[src/rtl/imem_load_ctrl_if.sv]
// Signal bundle for imem_load_ctrl: CPU fetch port, byte-serial loader port and RAM port.
// The controller takes the slave view; the surrounding system (or bench) takes the master view.
interface imem_load_ctrl_if #(
  parameter int unsigned ADDR_W = 8
);
  logic              cpu_req;
  logic [31:0]       cpu_addr;
  logic              cpu_ready;
  logic [31:0]       cpu_instr;
  logic              cpu_hold;
  logic [31:0]       boot_pc;
  logic              ld_start;
  logic              ld_valid;
  logic [7:0]        ld_byte;
  logic              ld_ready;
  logic              ld_done;
  logic              ld_full;
  logic [ADDR_W:0]   load_count;
  logic              mem_en;
  logic              mem_we;
  logic [ADDR_W-1:0] mem_addr;
  logic [31:0]       mem_wdata;
  logic [31:0]       mem_rdata;

  modport slave (
    input  cpu_req, cpu_addr, ld_start, ld_valid, ld_byte, ld_done, mem_rdata,
    output cpu_ready, cpu_instr, cpu_hold, boot_pc, ld_ready, ld_full, load_count,
           mem_en, mem_we, mem_addr, mem_wdata
  );

  modport master (
    output cpu_req, cpu_addr, ld_start, ld_valid, ld_byte, ld_done, mem_rdata,
    input  cpu_ready, cpu_instr, cpu_hold, boot_pc, ld_ready, ld_full, load_count,
           mem_en, mem_we, mem_addr, mem_wdata
  );
endinterface

[src/rtl/imem_load_ctrl.sv]
// Instruction RAM arbiter: serves CPU fetches in RUN, or holds the CPU while a byte-serial
// loader fills the RAM word by word from address 0, then flushes and releases the core.
module imem_load_ctrl #(
  parameter int unsigned ADDR_W  = 8,
  parameter logic [31:0] BOOT_PC = 32'h0000_0000
) (
  input  logic            clk,
  input  logic            reset,
  imem_load_ctrl_if.slave bus
);

  typedef enum logic [2:0] {
    StRun,
    StLoadBytes,
    StLoadWrite,
    StLoadFull,
    StFlush
  } state_e;

  localparam logic [ADDR_W-1:0] LastAddr = {ADDR_W{1'b1}};

  state_e          r_state, w_state_next;
  logic [ADDR_W:0] r_count, w_count_next;
  logic [1:0]      r_nbytes, w_nbytes_next;
  logic [31:0]     r_buf, w_buf_next;
  logic            r_pend, w_pend_next;
  logic            r_full, w_full_next;
  logic            r_flush, w_flush_next;
  logic            r_ready, w_ready_next;
  logic            r_bad, w_bad_next;
  logic            w_accept;
  logic [4:0]      w_lsb;
  logic [ADDR_W-1:0] w_wr_addr;

  // The word pointer always equals the number of words written, so one counter serves both.
  assign w_wr_addr = r_count[ADDR_W-1:0];
  assign w_lsb     = 5'd24 - {r_nbytes, 3'b000};

  assign w_bad_next = (bus.cpu_addr[1:0] != 2'b00) ||
                      ((bus.cpu_addr >> (ADDR_W + 2)) != 32'h0);

  always_ff @(posedge clk or negedge reset) begin
    if (!reset) begin
      r_state  <= StRun;
      r_count  <= '0;
      r_nbytes <= '0;
      r_buf    <= '0;
      r_pend   <= 1'b0;
      r_full   <= 1'b0;
      r_flush  <= 1'b0;
      r_ready  <= 1'b0;
      r_bad    <= 1'b0;
    end else begin
      r_state  <= w_state_next;
      r_count  <= w_count_next;
      r_nbytes <= w_nbytes_next;
      r_buf    <= w_buf_next;
      r_pend   <= w_pend_next;
      r_full   <= w_full_next;
      r_flush  <= w_flush_next;
      r_ready  <= w_ready_next;
      r_bad    <= w_bad_next;
    end
  end

  always_comb begin
    w_state_next  = r_state;
    w_count_next  = r_count;
    w_nbytes_next = r_nbytes;
    w_buf_next    = r_buf;
    w_pend_next   = r_pend;
    w_full_next   = r_full;
    w_flush_next  = 1'b0;
    w_ready_next  = 1'b0;
    w_accept      = 1'b0;
    bus.cpu_hold  = 1'b1;
    bus.ld_ready  = 1'b0;
    bus.mem_en    = 1'b0;
    bus.mem_we    = 1'b0;
    bus.mem_addr  = '0;
    bus.mem_wdata = '0;

    unique case (r_state)
      StRun: begin
        bus.cpu_hold = 1'b0;
        bus.mem_en   = bus.cpu_req;
        bus.mem_addr = bus.cpu_addr[ADDR_W+1:2];
        w_ready_next = bus.cpu_req;
        if (bus.ld_start) begin
          w_state_next  = StLoadBytes;
          w_count_next  = '0;
          w_full_next   = 1'b0;
          w_nbytes_next = '0;
          w_pend_next   = 1'b0;
        end
      end

      StLoadBytes: begin
        bus.ld_ready = 1'b1;
        w_accept     = bus.ld_valid;
        // First byte of a word clears the rest, so a short final word comes out zero-filled.
        if (w_accept) begin
          if (r_nbytes == 2'd0) w_buf_next = {bus.ld_byte, 24'h0};
          else                  w_buf_next[w_lsb +: 8] = bus.ld_byte;
        end
        if (bus.ld_done) begin
          if ((r_nbytes != 2'd0) || w_accept) begin
            w_pend_next  = 1'b1;
            w_state_next = StLoadWrite;
          end else begin
            w_state_next = StFlush;
          end
        end else if (w_accept) begin
          w_nbytes_next = r_nbytes + 2'd1;
          if (r_nbytes == 2'd3) w_state_next = StLoadWrite;
        end
      end

      StLoadWrite: begin
        bus.mem_en    = 1'b1;
        bus.mem_we    = 1'b1;
        bus.mem_addr  = w_wr_addr;
        bus.mem_wdata = r_buf;
        w_count_next  = r_count + 1'b1;
        w_nbytes_next = '0;
        w_pend_next   = 1'b0;
        if (r_pend || bus.ld_done) begin
          w_state_next = StFlush;
        end else if (w_wr_addr == LastAddr) begin
          w_state_next = StLoadFull;
          w_full_next  = 1'b1;
        end else begin
          w_state_next = StLoadBytes;
        end
      end

      StLoadFull: begin
        bus.ld_ready = 1'b1;
        if (bus.ld_done) w_state_next = StFlush;
      end

      StFlush: begin
        w_flush_next = 1'b1;
        if (r_flush) w_state_next = StRun;
      end

      default: w_state_next = StRun;
    endcase
  end

  // Misaligned or out-of-range fetches return a nop instead of an aliased word.
  assign bus.cpu_ready  = r_ready;
  assign bus.cpu_instr  = r_ready ? (r_bad ? 32'h0 : bus.mem_rdata) : 32'h0;
  assign bus.boot_pc    = BOOT_PC;
  assign bus.ld_full    = r_full;
  assign bus.load_count = r_count;

endmodule

[src/flat_wrapper.sv]
// flat-port wrapper written by rule: the top's interface ports become plain ports
module imem_load_ctrl_flat 
#(
  parameter int unsigned ADDR_W  = 8,
  parameter logic [31:0] BOOT_PC = 32'h0000_0000
)
  (clk, reset, bus_cpu_req, bus_cpu_addr, bus_ld_start, bus_ld_valid, bus_ld_byte, bus_ld_done, bus_mem_rdata, bus_cpu_ready, bus_cpu_instr, bus_cpu_hold, bus_boot_pc, bus_ld_ready, bus_ld_full, bus_load_count, bus_mem_en, bus_mem_we, bus_mem_addr, bus_mem_wdata);
  imem_load_ctrl_if #(.ADDR_W(ADDR_W)) bus_i ();
  input  logic clk;
  input  logic reset;
  input wire logic [$bits(bus_i.cpu_req)-1:0] bus_cpu_req;
  input wire logic [$bits(bus_i.cpu_addr)-1:0] bus_cpu_addr;
  input wire logic [$bits(bus_i.ld_start)-1:0] bus_ld_start;
  input wire logic [$bits(bus_i.ld_valid)-1:0] bus_ld_valid;
  input wire logic [$bits(bus_i.ld_byte)-1:0] bus_ld_byte;
  input wire logic [$bits(bus_i.ld_done)-1:0] bus_ld_done;
  input wire logic [$bits(bus_i.mem_rdata)-1:0] bus_mem_rdata;
  output wire logic [$bits(bus_i.cpu_ready)-1:0] bus_cpu_ready;
  output wire logic [$bits(bus_i.cpu_instr)-1:0] bus_cpu_instr;
  output wire logic [$bits(bus_i.cpu_hold)-1:0] bus_cpu_hold;
  output wire logic [$bits(bus_i.boot_pc)-1:0] bus_boot_pc;
  output wire logic [$bits(bus_i.ld_ready)-1:0] bus_ld_ready;
  output wire logic [$bits(bus_i.ld_full)-1:0] bus_ld_full;
  output wire logic [$bits(bus_i.load_count)-1:0] bus_load_count;
  output wire logic [$bits(bus_i.mem_en)-1:0] bus_mem_en;
  output wire logic [$bits(bus_i.mem_we)-1:0] bus_mem_we;
  output wire logic [$bits(bus_i.mem_addr)-1:0] bus_mem_addr;
  output wire logic [$bits(bus_i.mem_wdata)-1:0] bus_mem_wdata;
  assign bus_i.cpu_req = bus_cpu_req;
  assign bus_i.cpu_addr = bus_cpu_addr;
  assign bus_i.ld_start = bus_ld_start;
  assign bus_i.ld_valid = bus_ld_valid;
  assign bus_i.ld_byte = bus_ld_byte;
  assign bus_i.ld_done = bus_ld_done;
  assign bus_i.mem_rdata = bus_mem_rdata;
  assign bus_cpu_ready = bus_i.cpu_ready;
  assign bus_cpu_instr = bus_i.cpu_instr;
  assign bus_cpu_hold = bus_i.cpu_hold;
  assign bus_boot_pc = bus_i.boot_pc;
  assign bus_ld_ready = bus_i.ld_ready;
  assign bus_ld_full = bus_i.ld_full;
  assign bus_load_count = bus_i.load_count;
  assign bus_mem_en = bus_i.mem_en;
  assign bus_mem_we = bus_i.mem_we;
  assign bus_mem_addr = bus_i.mem_addr;
  assign bus_mem_wdata = bus_i.mem_wdata;
  imem_load_ctrl #(.ADDR_W(ADDR_W), .BOOT_PC(BOOT_PC)) u_core (.clk(clk), .reset(reset), .bus(bus_i));
endmodule
[config.mk]
export PLATFORM = sky130hd
export DESIGN_NAME = imem_load_ctrl_flat
export DESIGN_NICKNAME = d
export VERILOG_FILES = /design/src/rtl/imem_load_ctrl_if.sv /design/src/rtl/imem_load_ctrl.sv /design/src/flat_wrapper.sv
export SDC_FILE = /design/constraint.sdc
export NUM_CORES = 1
export LEC_CHECK = 0
export BUFFER_PORTS_ARGS = -buffer_cell sky130_fd_sc_hd__buf_2
export CAP_MARGIN = 20
export CORE_MARGIN = 2
export CORE_UTILIZATION = 30
export DETAILED_ROUTE_END_ITERATION = 16
export GPL_TIMING_DRIVEN = 0
export SLEW_MARGIN = 20
export SYNTH_ARGS = -nofsm -noshare
export SYNTH_HDL_FRONTEND = slang
export SYNTH_SLANG_ARGS = --single-unit
[constraint.sdc]
create_clock -name clk -period 2.4 [get_ports clk]
set_input_delay 0.36 -clock clk [delete_from_list [all_inputs] [get_ports clk]]
set_output_delay 0.36 -clock clk [all_outputs]
set_load 0.05 [all_outputs]
# == Yosys cells after proc, flatten, opt, wreduce, memory -nomap -nowiden ==
# Index checks and enable logic that the tools add are counted.
# op_classes
muxes,35
bitwise_logic,0
n_mul,0
eq_ne,17
shifts,2
div,0
n_lt_le_gt_ge,0
n_addsub,4
reduce_logical,17
# ops
op,n
$mux 32,4
$bwmux 32,1
$reduce_bool 32->1,1
$shift 8x7->32 const A,1
$shiftx 8x7->32,1
$mux 3,8
$pmux 9 s2,1
$pmux 8 s2,1
$pmux 3 s5,1
$ne 2x2->1 const B,6
$reduce_and 4->1,3
$mux 1,10
$add 9x1->9 const B,1
$mux 9,1
$eq 8x8->1 const B,1
$mux 2,4
$neg 5->7,1
$eq 3x2->1 const B,2
$ne 2x1->1 const B,3
$pmux 2 s3,1
$reduce_bool 2->1,3
$reduce_and 5->1,1
$sub 5x5->5 const A,1
$pmux 1 s2,2
other kinds (13),16
# word_totals
ram_bits,0
regBits,51
elab_cells,84
output_inout_bits,119
latchBits,0
mem_count,0
romBits,0

# == Logic depth before layout (Yosys ltp) ==
# depth
ltp_word,5
depth_mapped,7

# == Worst setup path after synthesis ==
# No wires, ideal clock.
# synth_path
path_type,register to output
from,reg u_core.r_state[2]
to,out bus_mem_wdata[23]
n_path_buf,2
setup_slack_ns,-0.134
t_arrival_ns,2.174
path_stages_with_launch,7
path_cell_list,dfrtp_1 -> buf_6 -> or2_4 -> or2_4 -> inv_6 -> clkbuf_1 -> and2_1
# synth_between
elab_chain_cells,2
# synth_rtl
element,line_no,text
from (decl),imem_load_ctrl.sv:22,"state_e r_state, w_state_next;"
from (signal assigned),imem_load_ctrl.sv:44,r_state <= StRun;
from (signal assigned),imem_load_ctrl.sv:54,r_state <= w_state_next;
$eq 3x2->1,imem_load_ctrl.sv:83,unique case (r_state)
$mux 32,imem_load_ctrl.sv:83,
to (decl),flat_wrapper.sv:28,output wire logic [$bits(bus_i.mem_wdata)-1:0] bus_mem_wdata;
# Every way passes these cells.

# == Worst setup path after layout ==
# layout_path
from,reg u_core.r_state[2]
to,out bus_mem_wdata[26]
# Same word-level chain as after synthesis.

==> results.yml <==
clock_tree:
  clk_pin_slew_worst_paths_ns: 0.10
  clock-sinks: 51
  clock_path_buffers: 2
  cts_tree: "built"
  htreeDepth: 2
  clk_latency_ns: 0.31
  cts_made_buffers: 5
  root_buffer: "clkbuf_8"
detailed_routing:
  vias: 3119
  met3_wirelength_um: 882
  dr.max_layer_used: "met4"
  wl_um: 10100
  vias_per_cell: 4.57
  drt_iter0_drc: 99
  drc: 0
  wl_per_cell_um: 14.8
  ant_nets: 0
  dr.pass1.iters: 4
  dr_wl_met2_um: 5140
  wl_met1_um: 3960
timing:
  setup_ws_ns: 0.0700
  report.final.slew_viol_count: 0
  slew_headroom: 0.518
  rsz0062_at_grt: "true"
  fmax_mhz: 429
  fin_crit_ns: 2.33
  post-route-period-util: 0.971
  hold_viol_final: 0
  hold_slack_ns: 0.0638
  worst_pin_slew_ns: 0.720
  setup_viol: 0
  skew_ns: 0.00728
grt:
  grt_usage: 0.177
  grt_pass1_wl_um: 15700
  grt_max_degree: 52
  grt.overflow.total: 0
  antenna_found_initial: 3
  grt_pass1_vias: 3024
synth:
  yosysUniqueCellTypes: 41
  synthTopCellsByArea: "dfrtp_1, and2_1, buf_4"
  synth_seq_area_share: 0.407
  synthesis.area_um2: 3140
  yosysTopAreaCell: "dfrtp_1"
  async_flop_share: 1.00
  syn_avg_cell_area_um2: 9.21
  ys.flop_type: "dfrtp_1"
  yosysWarningCount: 0
  synth_edf_count: 0
  ys_ff_latch: 51
  synthCells: 341
  synth.top_cell.area_share: 0.407
placement:
  placed_area_um2: 4250
  hpwl_um: 8070
  gp_congestion: 0.837
  port_buffers: 164
  dp_slack_ns: 0.0752
  placed_cells: 672
worst_hold_path:
  hp-class: "in2async"
worst_setup_path:
  r2r_cells: 5
  arrival_ns: 1.97
  crit_path_end_kind: "output port"
  worstSetupPathType: "reg2out"
  r2r-end: "u_core.r_buf[1]"
  r2r_start: "u_core.r_nbytes[0]"
  r2r_slack_ns: 0.25
  startpoint_type: "register"
  cp_max_fo: 10
  cp.required_ns: 2.04
die:
  die-area_um2: 11300
  ioPinCount: 197
  coreArea_um2: 10200
  rows: 37
  start_util: 0.307
  die_w_um: 106
  die_y_um: 106
outcome:
  outcome: "finished clean"
finish:
  final_design_area_no_fill_um2: 4520
  final_cell_mix: "buf_2, and2_1, buf_4, dfrtp_1, conb_1"
  multiInputGateArea_um2: 1630
  final_core_util: 0.441
  n_fill_cell: 1013
  areaGrowthSynthToFinish_pct: 43.9
  layout_commonest_cell: "buf_2"
  nets: 627
  regArea_um2: 1280
  layoutNonFillerInstCount: 683
  drive_gt1_frac: 0.421
flow_run:
  cap_viol_max_count: 0
power:
  power_density_nw_per_um2: 774
  vdd_drop_max_mv: 0.461
  leakage_nw: 2.43
[worst max-delay path, stage by stage (launching register included)]
cell     delay (ns)
dfrtp_1        0.39
buf_6          0.14
or2_4          0.26
or2_4          0.26
inv_6          0.10
buf_4          0.18
and2_1         0.14
buf_4          0.19
[kinds of logic (layout without fill, tap and decap cells)]
kind of cell,after synthesis,after routing,share of synthesized area
simple gates,152,152,0.279
fa+ha+maj,6,6,0.0239
mux,17,17,0.0574
xor+xnor,1,1,0.00279
compound gates,55,55,0.117
other cells,1,35,0.00119
flops,51,51,0.407
buf+inv,58,230,0.112
[per-layer routing]
metal,vias to the layer above,global-route usage
met5,-,0
met3,9,0.0429
li1,1505,-
met1,1460,0.208
met2,145,0.322
met4,0,0.0423
[metrics by stage]
stage | setup TNS, ns | total power [mW]
2_1_floorplan | 0 | 2.49
3_3_place_gp | 0 | 2.91
3_5_place_dp | 0 | 2.95
4_1_cts | 0 | 3.50
5_1_grt | -0.0583 | 3.71
6_report | 0 | 3.49
[cell usage after synthesis (2+ instances only)]
library cell  count
nand2_1          28
nor3_1            5
dfrtp_1          51
nand3_1           5
nor2_1           20
clkbuf_1         13
o21ai_0          19
nand2b_1          3
ha_1              6
buf_2             2
a21oi_1           7
buf_4            32
a22o_1           17
or2_4             2
nor4b_1           2
inv_1             9
a31oi_1           4
mux2_2            8
nor4_1            7
and4_1            2
mux2i_1           9
nand4_1           3
nor2b_1           3
o21ai_1           2
and2_1           66
[worst max path at each step]
stage	end	slack (ns)	cells past startpoint	start
detailed placement	bus_mem_wdata[9]	0.08	7	u_core.r_state[2]
global route	bus_mem_wdata[25]	-0.02	7	u_core.r_state[2]
floorplan	bus_mem_wdata[23]	0.16	6	u_core.r_state[2]
global placement	bus_mem_wdata[9]	0.1	7	u_core.r_state[2]
finish	bus_mem_wdata[26]	0.07	7	u_core.r_state[2]
CTS	bus_mem_wdata[15]	0.002	7	u_core.r_state[2]
[cell type report]
cell class	instances	area share
Antenna cell	3	0.00166
Buffer	48	0.0729
Clock buffer	5	0.0152
Clock inverter	3	0.00526
Inverter	10	0.00942
Multi-Input combinational cell	263	0.361
Sequential cell	51	0.283
Tap cell	136	0.0377
Timing Repair Buffer	164	0.214
[registers in the layout (all words and copies together) (netlist names)]
register,count
u_core.bus.cpu_ready,1
u_core.bus.ld_full,1
u_core.bus.load_count,9
u_core.r_bad,1
u_core.r_buf,32
u_core.r_flush,1
u_core.r_nbytes,2
u_core.r_pend,1
u_core.r_state,3
[report_power, final]
group	switching, mW	internal [mW]	leakage, nW
sequential	0.119	1.01	0.683
clock	0.323	0.212	0.0461
combinational	1.27	0.560	1.71
[what timing repair did]
action,CTS,global route
resized for setup,40,24
setup buffers,0,0
pin swaps,0,0
endpoints found under the hold margin,0,0
gates cloned,0,0
hold buffers,0,0
setup endpoints to repair,32,41
Power figures use the tool's default switching activity.
